## src/rtl/alarm_pkg.sv

```systemverilog
// Shared types and constants for the alarm consumer path: FSM states, time packing
// and the fixed-priority alarm selector.
package alarm_pkg;

  typedef enum logic [1:0] {
    ST_IDLE   = 2'd0,
    ST_RING   = 2'd1,
    ST_SNOOZE = 2'd2
  } alarm_state_e;

  localparam int TIME_W    = 24;
  localparam int ALARM_CNT = 3;

  // Packed BCD field positions inside a {hour, minute, second} time word
  localparam int HOUR_HI = 23;
  localparam int HOUR_LO = 16;
  localparam int MIN_HI  = 15;
  localparam int MIN_LO  = 8;
  localparam int SEC_HI  = 7;
  localparam int SEC_LO  = 0;

  // Lowest-numbered matching alarm wins; 0 means no match
  function automatic logic [1:0] pick_alarm(input logic [ALARM_CNT-1:0] hits);
    logic [1:0] id;
    id = 2'd0;
    if (hits[0])      id = 2'd1;
    else if (hits[1]) id = 2'd2;
    else if (hits[2]) id = 2'd3;
    return id;
  endfunction

endpackage

```

## src/rtl/alarm_tone_gen.sv

```systemverilog
// Square-wave buzzer tone: toggles every TONE_DIV cycles while enabled, silent
// and reset to phase zero otherwise.
module alarm_tone_gen #(
  parameter int TONE_DIV = 50000
) (
  input  logic clk,
  input  logic reset_n,
  input  logic en,
  output logic buzzer
);

  localparam int CW = (TONE_DIV > 1) ? $clog2(TONE_DIV) : 1;
  localparam logic [CW-1:0] TONE_LAST = CW'(TONE_DIV - 1);

  logic [CW-1:0] tone_cnt_q, tone_cnt_d;
  logic          buzz_q, buzz_d;

  always_comb begin
    tone_cnt_d = tone_cnt_q;
    buzz_d     = buzz_q;
    if (!en) begin
      tone_cnt_d = '0;
      buzz_d     = 1'b0;
    end else if (tone_cnt_q == TONE_LAST) begin
      tone_cnt_d = '0;
      buzz_d     = ~buzz_q;
    end else begin
      tone_cnt_d = tone_cnt_q + 1'b1;
    end
  end

  always_ff @(posedge clk) begin
    if (!reset_n) begin
      tone_cnt_q <= '0;
      buzz_q     <= 1'b0;
    end else begin
      tone_cnt_q <= tone_cnt_d;
      buzz_q     <= buzz_d;
    end
  end

  // Gate with en so the pin drops in the same cycle ringing does
  assign buzzer = buzz_q & en;

endmodule

```

## src/rtl/alarm_trigger.sv

```systemverilog
// Alarm consumer: matches stored alarm times against the running clock each second
// and runs the ring / snooze / dismiss state machine driving the buzzer.
module alarm_trigger
  import alarm_pkg::*;
#(
  parameter int TONE_DIV       = 50000,
  parameter int RING_SECONDS   = 60,
  parameter int SNOOZE_SECONDS = 300
) (
  input  logic              clk,
  input  logic              reset_n,
  input  logic              sec_tick,
  input  logic [TIME_W-1:0] cur_time,
  input  logic [TIME_W-1:0] alarm1_time,
  input  logic [TIME_W-1:0] alarm2_time,
  input  logic [TIME_W-1:0] alarm3_time,
  input  logic [2:0]        alarm_en,
  input  logic              dismiss,
  input  logic              snooze,
  output logic              ringing,
  output logic              snooze_active,
  output logic [1:0]        ring_id,
  output logic              buzzer
);

  localparam int RW = (RING_SECONDS > 1) ? $clog2(RING_SECONDS) : 1;
  localparam int SW = (SNOOZE_SECONDS > 1) ? $clog2(SNOOZE_SECONDS) : 1;
  localparam logic [RW-1:0] RING_LAST   = RW'(RING_SECONDS - 1);
  localparam logic [SW-1:0] SNOOZE_LAST = SW'(SNOOZE_SECONDS - 1);

  alarm_state_e     state_q, state_d;
  logic [1:0]       ring_id_q, ring_id_d;
  logic [RW-1:0]    ring_cnt_q, ring_cnt_d;
  logic [SW-1:0]    snooze_cnt_q, snooze_cnt_d;
  logic             dismiss_q, snooze_q;
  logic             dismiss_e, snooze_e;
  logic [ALARM_CNT-1:0] hits;
  logic             id_en;

  assign dismiss_e = dismiss & ~dismiss_q;
  assign snooze_e  = snooze & ~snooze_q;

  assign hits[0] = alarm_en[0] && (cur_time == alarm1_time);
  assign hits[1] = alarm_en[1] && (cur_time == alarm2_time);
  assign hits[2] = alarm_en[2] && (cur_time == alarm3_time);

  // Enable bit of the alarm currently owning the ring/snooze cycle
  always_comb begin
    case (ring_id_q)
      2'd1:    id_en = alarm_en[0];
      2'd2:    id_en = alarm_en[1];
      2'd3:    id_en = alarm_en[2];
      default: id_en = 1'b0;
    endcase
  end

  always_comb begin
    state_d      = state_q;
    ring_id_d    = ring_id_q;
    ring_cnt_d   = ring_cnt_q;
    snooze_cnt_d = snooze_cnt_q;
    case (state_q)
      ST_IDLE: begin
        if (sec_tick && (hits != '0)) begin
          state_d    = ST_RING;
          ring_id_d  = pick_alarm(hits);
          ring_cnt_d = '0;
        end
      end
      ST_RING: begin
        if (!id_en || dismiss_e) begin
          state_d   = ST_IDLE;
          ring_id_d = 2'd0;
        end else if (snooze_e) begin
          state_d      = ST_SNOOZE;
          snooze_cnt_d = '0;
        end else if (sec_tick) begin
          if (ring_cnt_q == RING_LAST) begin
            state_d   = ST_IDLE;
            ring_id_d = 2'd0;
          end else begin
            ring_cnt_d = ring_cnt_q + 1'b1;
          end
        end
      end
      ST_SNOOZE: begin
        if (!id_en || dismiss_e) begin
          state_d   = ST_IDLE;
          ring_id_d = 2'd0;
        end else if (sec_tick) begin
          if (snooze_cnt_q == SNOOZE_LAST) begin
            state_d    = ST_RING;
            ring_cnt_d = '0;
          end else begin
            snooze_cnt_d = snooze_cnt_q + 1'b1;
          end
        end
      end
      default: begin
        state_d   = ST_IDLE;
        ring_id_d = 2'd0;
      end
    endcase
  end

  always_ff @(posedge clk) begin
    if (!reset_n) begin
      state_q      <= ST_IDLE;
      ring_id_q    <= 2'd0;
      ring_cnt_q   <= '0;
      snooze_cnt_q <= '0;
      dismiss_q    <= 1'b0;
      snooze_q     <= 1'b0;
    end else begin
      state_q      <= state_d;
      ring_id_q    <= ring_id_d;
      ring_cnt_q   <= ring_cnt_d;
      snooze_cnt_q <= snooze_cnt_d;
      dismiss_q    <= dismiss;
      snooze_q     <= snooze;
    end
  end

  assign ringing       = (state_q == ST_RING);
  assign snooze_active = (state_q == ST_SNOOZE);
  assign ring_id       = ring_id_q;

  alarm_tone_gen #(
    .TONE_DIV(TONE_DIV)
  ) u_tone (
    .clk     (clk),
    .reset_n (reset_n),
    .en      (ringing),
    .buzzer  (buzzer)
  );

endmodule

```

## config.mk

```make
export PLATFORM = sky130hd
export DESIGN_NAME = alarm_trigger
export DESIGN_NICKNAME = d
export VERILOG_FILES = /design/src/rtl/alarm_pkg.sv /design/src/rtl/alarm_tone_gen.sv /design/src/rtl/alarm_trigger.sv
export SDC_FILE = /design/constraint.sdc
export NUM_CORES = 1
export LEC_CHECK = 0
export CAP_MARGIN = 20
export CORE_MARGIN = 1
export CORE_UTILIZATION = 48
export CTS_BUF_LIST = sky130_fd_sc_hd__clkbuf_16
export DETAILED_ROUTE_END_ITERATION = 12
export GPL_TIMING_DRIVEN = 0
export PLACE_DENSITY_LB_ADDON = 0.15
export SLEW_MARGIN = 15
export SYNTH_ARGS = -nofsm -noshare
export SYNTH_HDL_FRONTEND = slang
export SYNTH_HIERARCHICAL = 1
export SYNTH_SLANG_ARGS = --single-unit
```

## constraint.sdc

```tcl
create_clock -name clk -period 5.82 [get_ports clk]
set_input_delay 0.582 -clock clk [delete_from_list [all_inputs] [get_ports clk]]
set_output_delay 0.582 -clock clk [all_outputs]
set_load 0.02 [all_outputs]
```

==> flow_summary_export.csv <==
group,metric,value,unit
setup_path,startpoint,"alarm_en[2]",
hold_path,holdCritPathClass,"reg -> reg",
final_layout,antenna_cells,0,
setup_path,critPathLaunchType,"primary input",
clock_network,cts_root_buf,"clkbuf_16",
timing,hold_ws,0.4821,ns
clock_network,insertion_delay,0.28,ns
setup_path,path_cells,"clkdlybuf4s50_1 > mux2i_1 > mux2_2 > nor2_1 > nand2_1 > or4_2 > o31ai_1 > a22o_1",
logic_synthesis,synth_nets,448,
logic_synthesis,synth_cell_types,50,
clock_network,cts-resized-gates,0,
timing,fin_setup_tns,0,ns
logic_synthesis,yosys-top-cells-area,"dfxtp_1, xnor2_1, xor2_1",
setup_path,cp-endpoint,"ring_cnt_q[5]",
floorplan,core,5642,µm²
placed_design,hpwl,6750,µm
logic_synthesis,synth_largest_area_cell,"dfxtp_1",
final_layout,final_common_cell,"clkdlybuf4s50_1",
setup_path,r2r_slack,3.37,ns
logic_synthesis,yosys.area.top_type_share,0.2649,
floorplan,dieArea,6296,µm²
clock_network,clk_pin_slew,0.06,ns
placed_design,io_buffers,108,
logic_synthesis,postSynthCellCount,341,
logic_synthesis,yosysWarnings,6,
global_routing,grt_max_degree,12,
setup_path,cp_top_family,"simple AND/OR/NAND/NOR gates",
floorplan,fp.dieH,79.35,µm
placed_design,placed_cells,521,
timing,relSlewSlack,0.3414,
setup_path,path_class,"in -> reg",
final_layout,nets,563,
setup_path,cp.depth,8,
timing,fmax,369.6,MHz
timing,hold_viol,0,
pwr,ir_drop,0.0001780,V
setup_path,cp.arrival,2.93,ns
clock_network,cts_hold_buf,0,
final_layout,drive_above_1_share,0.06360,
logic_synthesis,ys_seq_area_frac,0.2649,
routing,vias_per_cell,5.547,
setup_path,reg2reg_from,"snooze_cnt_q[2]",
setup_path,cp_data_required_time,6.04,ns
placed_design,dpl_worst_slack,2.876,ns
clock_network,cts_buffers,5,
routing,drt-pass1-iter-count,4,
timing,drv_slew,0,
clock_network,cts_sinks,38,
logic_synthesis,synthesis.area,2872,µm²
clock_network,post-cts-setup-buffers,0,
logic_synthesis,ys_ff_latch,38,
final_layout,areaGrowthSynthToFinish,45.49,%
job,drv_cap,0,
routing,ant_nets,0,
global_routing,gr-total-overflow,0,
global_routing,grt_pass1_wl,13290,µm
final_layout,mostFrequentLayoutCells,"clkdlybuf4s50_1, xnor2_1, xor2_1",
clock_network,htree_levels,2,
routing,wirelength,8062,µm
logic_synthesis,synth-main-ff-cell,"dfxtp_1",
run_status,outcome,"complete, no violations",
global_routing,gr-usage-all-layers,0.2707,
floorplan,core.rowCount,27,
setup_path,worstPathBufferInverterCount,1,
timing,fin_ws,3.114,ns
setup_path,rr_worst_depth,6,
timing,finalSetupViolCount,0,
pwr,p_per_area,161.5,nW/µm²
routing,first_iter_violations,147,
floorplan,start_util,0.5090,
floorplan,io_pins,109,
setup_path,path_max_fanout,5,
floorplan,die_w,79.35,µm
routing,wl_per_cell,15.27,µm
setup_path,critPathCaptureType,"flip-flop",
clock_network,cts_tree,"done",
pwr,p_leak,1.401,nW
timing,fin_crit_sh,0.4649,
setup_path,cpPeakStageDelay,0.62,ns
routing,via_count,2929,
clock_network,clk_path_buf_depth,2,
logic_synthesis,synth_edf_count,0,
global_routing,grt_antenna_before_repair,0,
routing,drc,0,
setup_path,regToRegEndpoint,"ring_cnt_q[2]",
global_routing,first_global_vias,2975,
logic_synthesis,async_reset_ff_frac,0,
timing,worst_pin_slew,0.9795,ns
placed_design,place.gp.congestion,0.9279,
final_layout,finish.utilization,0.7405,
final_layout,instances_no_fill,528,
setup_path,crit_slowest_cell,"or4_2",
timing,fin_crit,2.706,ns
timing,rsz0062_at_grt,"no",
logic_synthesis,syn_area_per_cell,8.421,µm²
timing,finClkSkew,0.005629,ns
## final cells by class
type                    count  area (µm²)
multi-input cells         291        2047
fillers                   421        1464
repair buffers            108        1081
flip-flops and latches     38       760.7
clock buffers               5       125.1
well taps                  72       90.09
plain buffers               4       33.78
inverters                   8       30.03
clock inverters             2       10.01
## cells in the mapped netlist, types with 3 or more instances
cell type and count:
xor2_1 40, xnor2_1 54, and3_1 3, dfxtp_1 38, nor4_1 14, a21oi_1 4, and2b_1 3, nor2_1 35
o221a_1 3, nor4_2 3, nand3_1 19, nand4_2 3, nor3_1 9, nand4b_1 3, o21ai_0 7, and2_1 4
a21boi_0 3, inv_1 8, ha_1 3, nand2_1 23, mux2i_1 3, nand4_1 23
## metal layers
layer | share of wire | global-route usage | up-vias
met1 | 0.39 | 0.2839 | 1330
met2 | 0.51 | 0.5086 | 119
li1 | - | - | 1451
met3 | 0.064 | 0.06667 | 29
met4 | 0.033 | 0.1109 | 0
met5 | 0 | 0 | -
## cell families (layout without fill, tap and decap cells)
family,after synthesis,in the layout,share of synthesized area
and+or+nand+nor,164,164,0.3268
xor gates and xnor gates,94,94,0.2867
DFF,38,38,0.2649
AOI/OAI and AO/OA,26,26,0.07190
buffers and inverters,12,127,0.02222
muxes,4,4,0.01438
adders and majority gates,3,3,0.01307
## tightest hold or removal path: stages, from the launching register on
cell,delay (ns)
dfxtp_1,0.32
nand2_1,0.06
mux2i_1,0.06
## registers in the layout, summed over array words and instances, names as in the netlist
name,count
u_tone/tone_cnt_q,16
state_q,2
u_tone/buzz_q,1
snooze_q,1
ring_cnt_q,6
dismiss_q,1
snooze_cnt_q,9
ring_id,2
## metrics by stage
| step | total power, mW | area [µm²] |
|---|---|---|
| detailed placement | 0.4269 | 4043 |
| global route | 0.6996 | 4178 |
| floorplan | 0.3275 | 2872 |
| global placement | 0.4245 | 4043 |
| finish | 0.6746 | 4178 |
| CTS | 0.6776 | 4178 |
## worst min path at each step
stage / slack [ns] / depth (start not counted) / to / start
5_1_grt: 0.50 / 1 / u_tone/tone_cnt_q[0] / u_tone/tone_cnt_q[0]
2_1_floorplan: 0.44 / 1 / u_tone/tone_cnt_q[0] / u_tone/tone_cnt_q[0]
4_1_cts: 0.49 / 2 / ring_cnt_q[1] / ring_cnt_q[1]
6_report: 0.48 / 2 / ring_cnt_q[1] / ring_cnt_q[1]
3_5_place_dp: 0.47 / 1 / u_tone/tone_cnt_q[0] / u_tone/tone_cnt_q[0]
3_3_place_gp: 0.45 / 1 / u_tone/tone_cnt_q[0] / u_tone/tone_cnt_q[0]
## power breakdown
part / internal (mW) / total, mW / switching (mW)
logic: 0.0964 / 0.161 / 0.0643
registers: 0.261 / 0.261 / 0.000203
clock network: 0.154 / 0.253 / 0.0982
No activity file was read; power rests on OpenSTA's default activity.
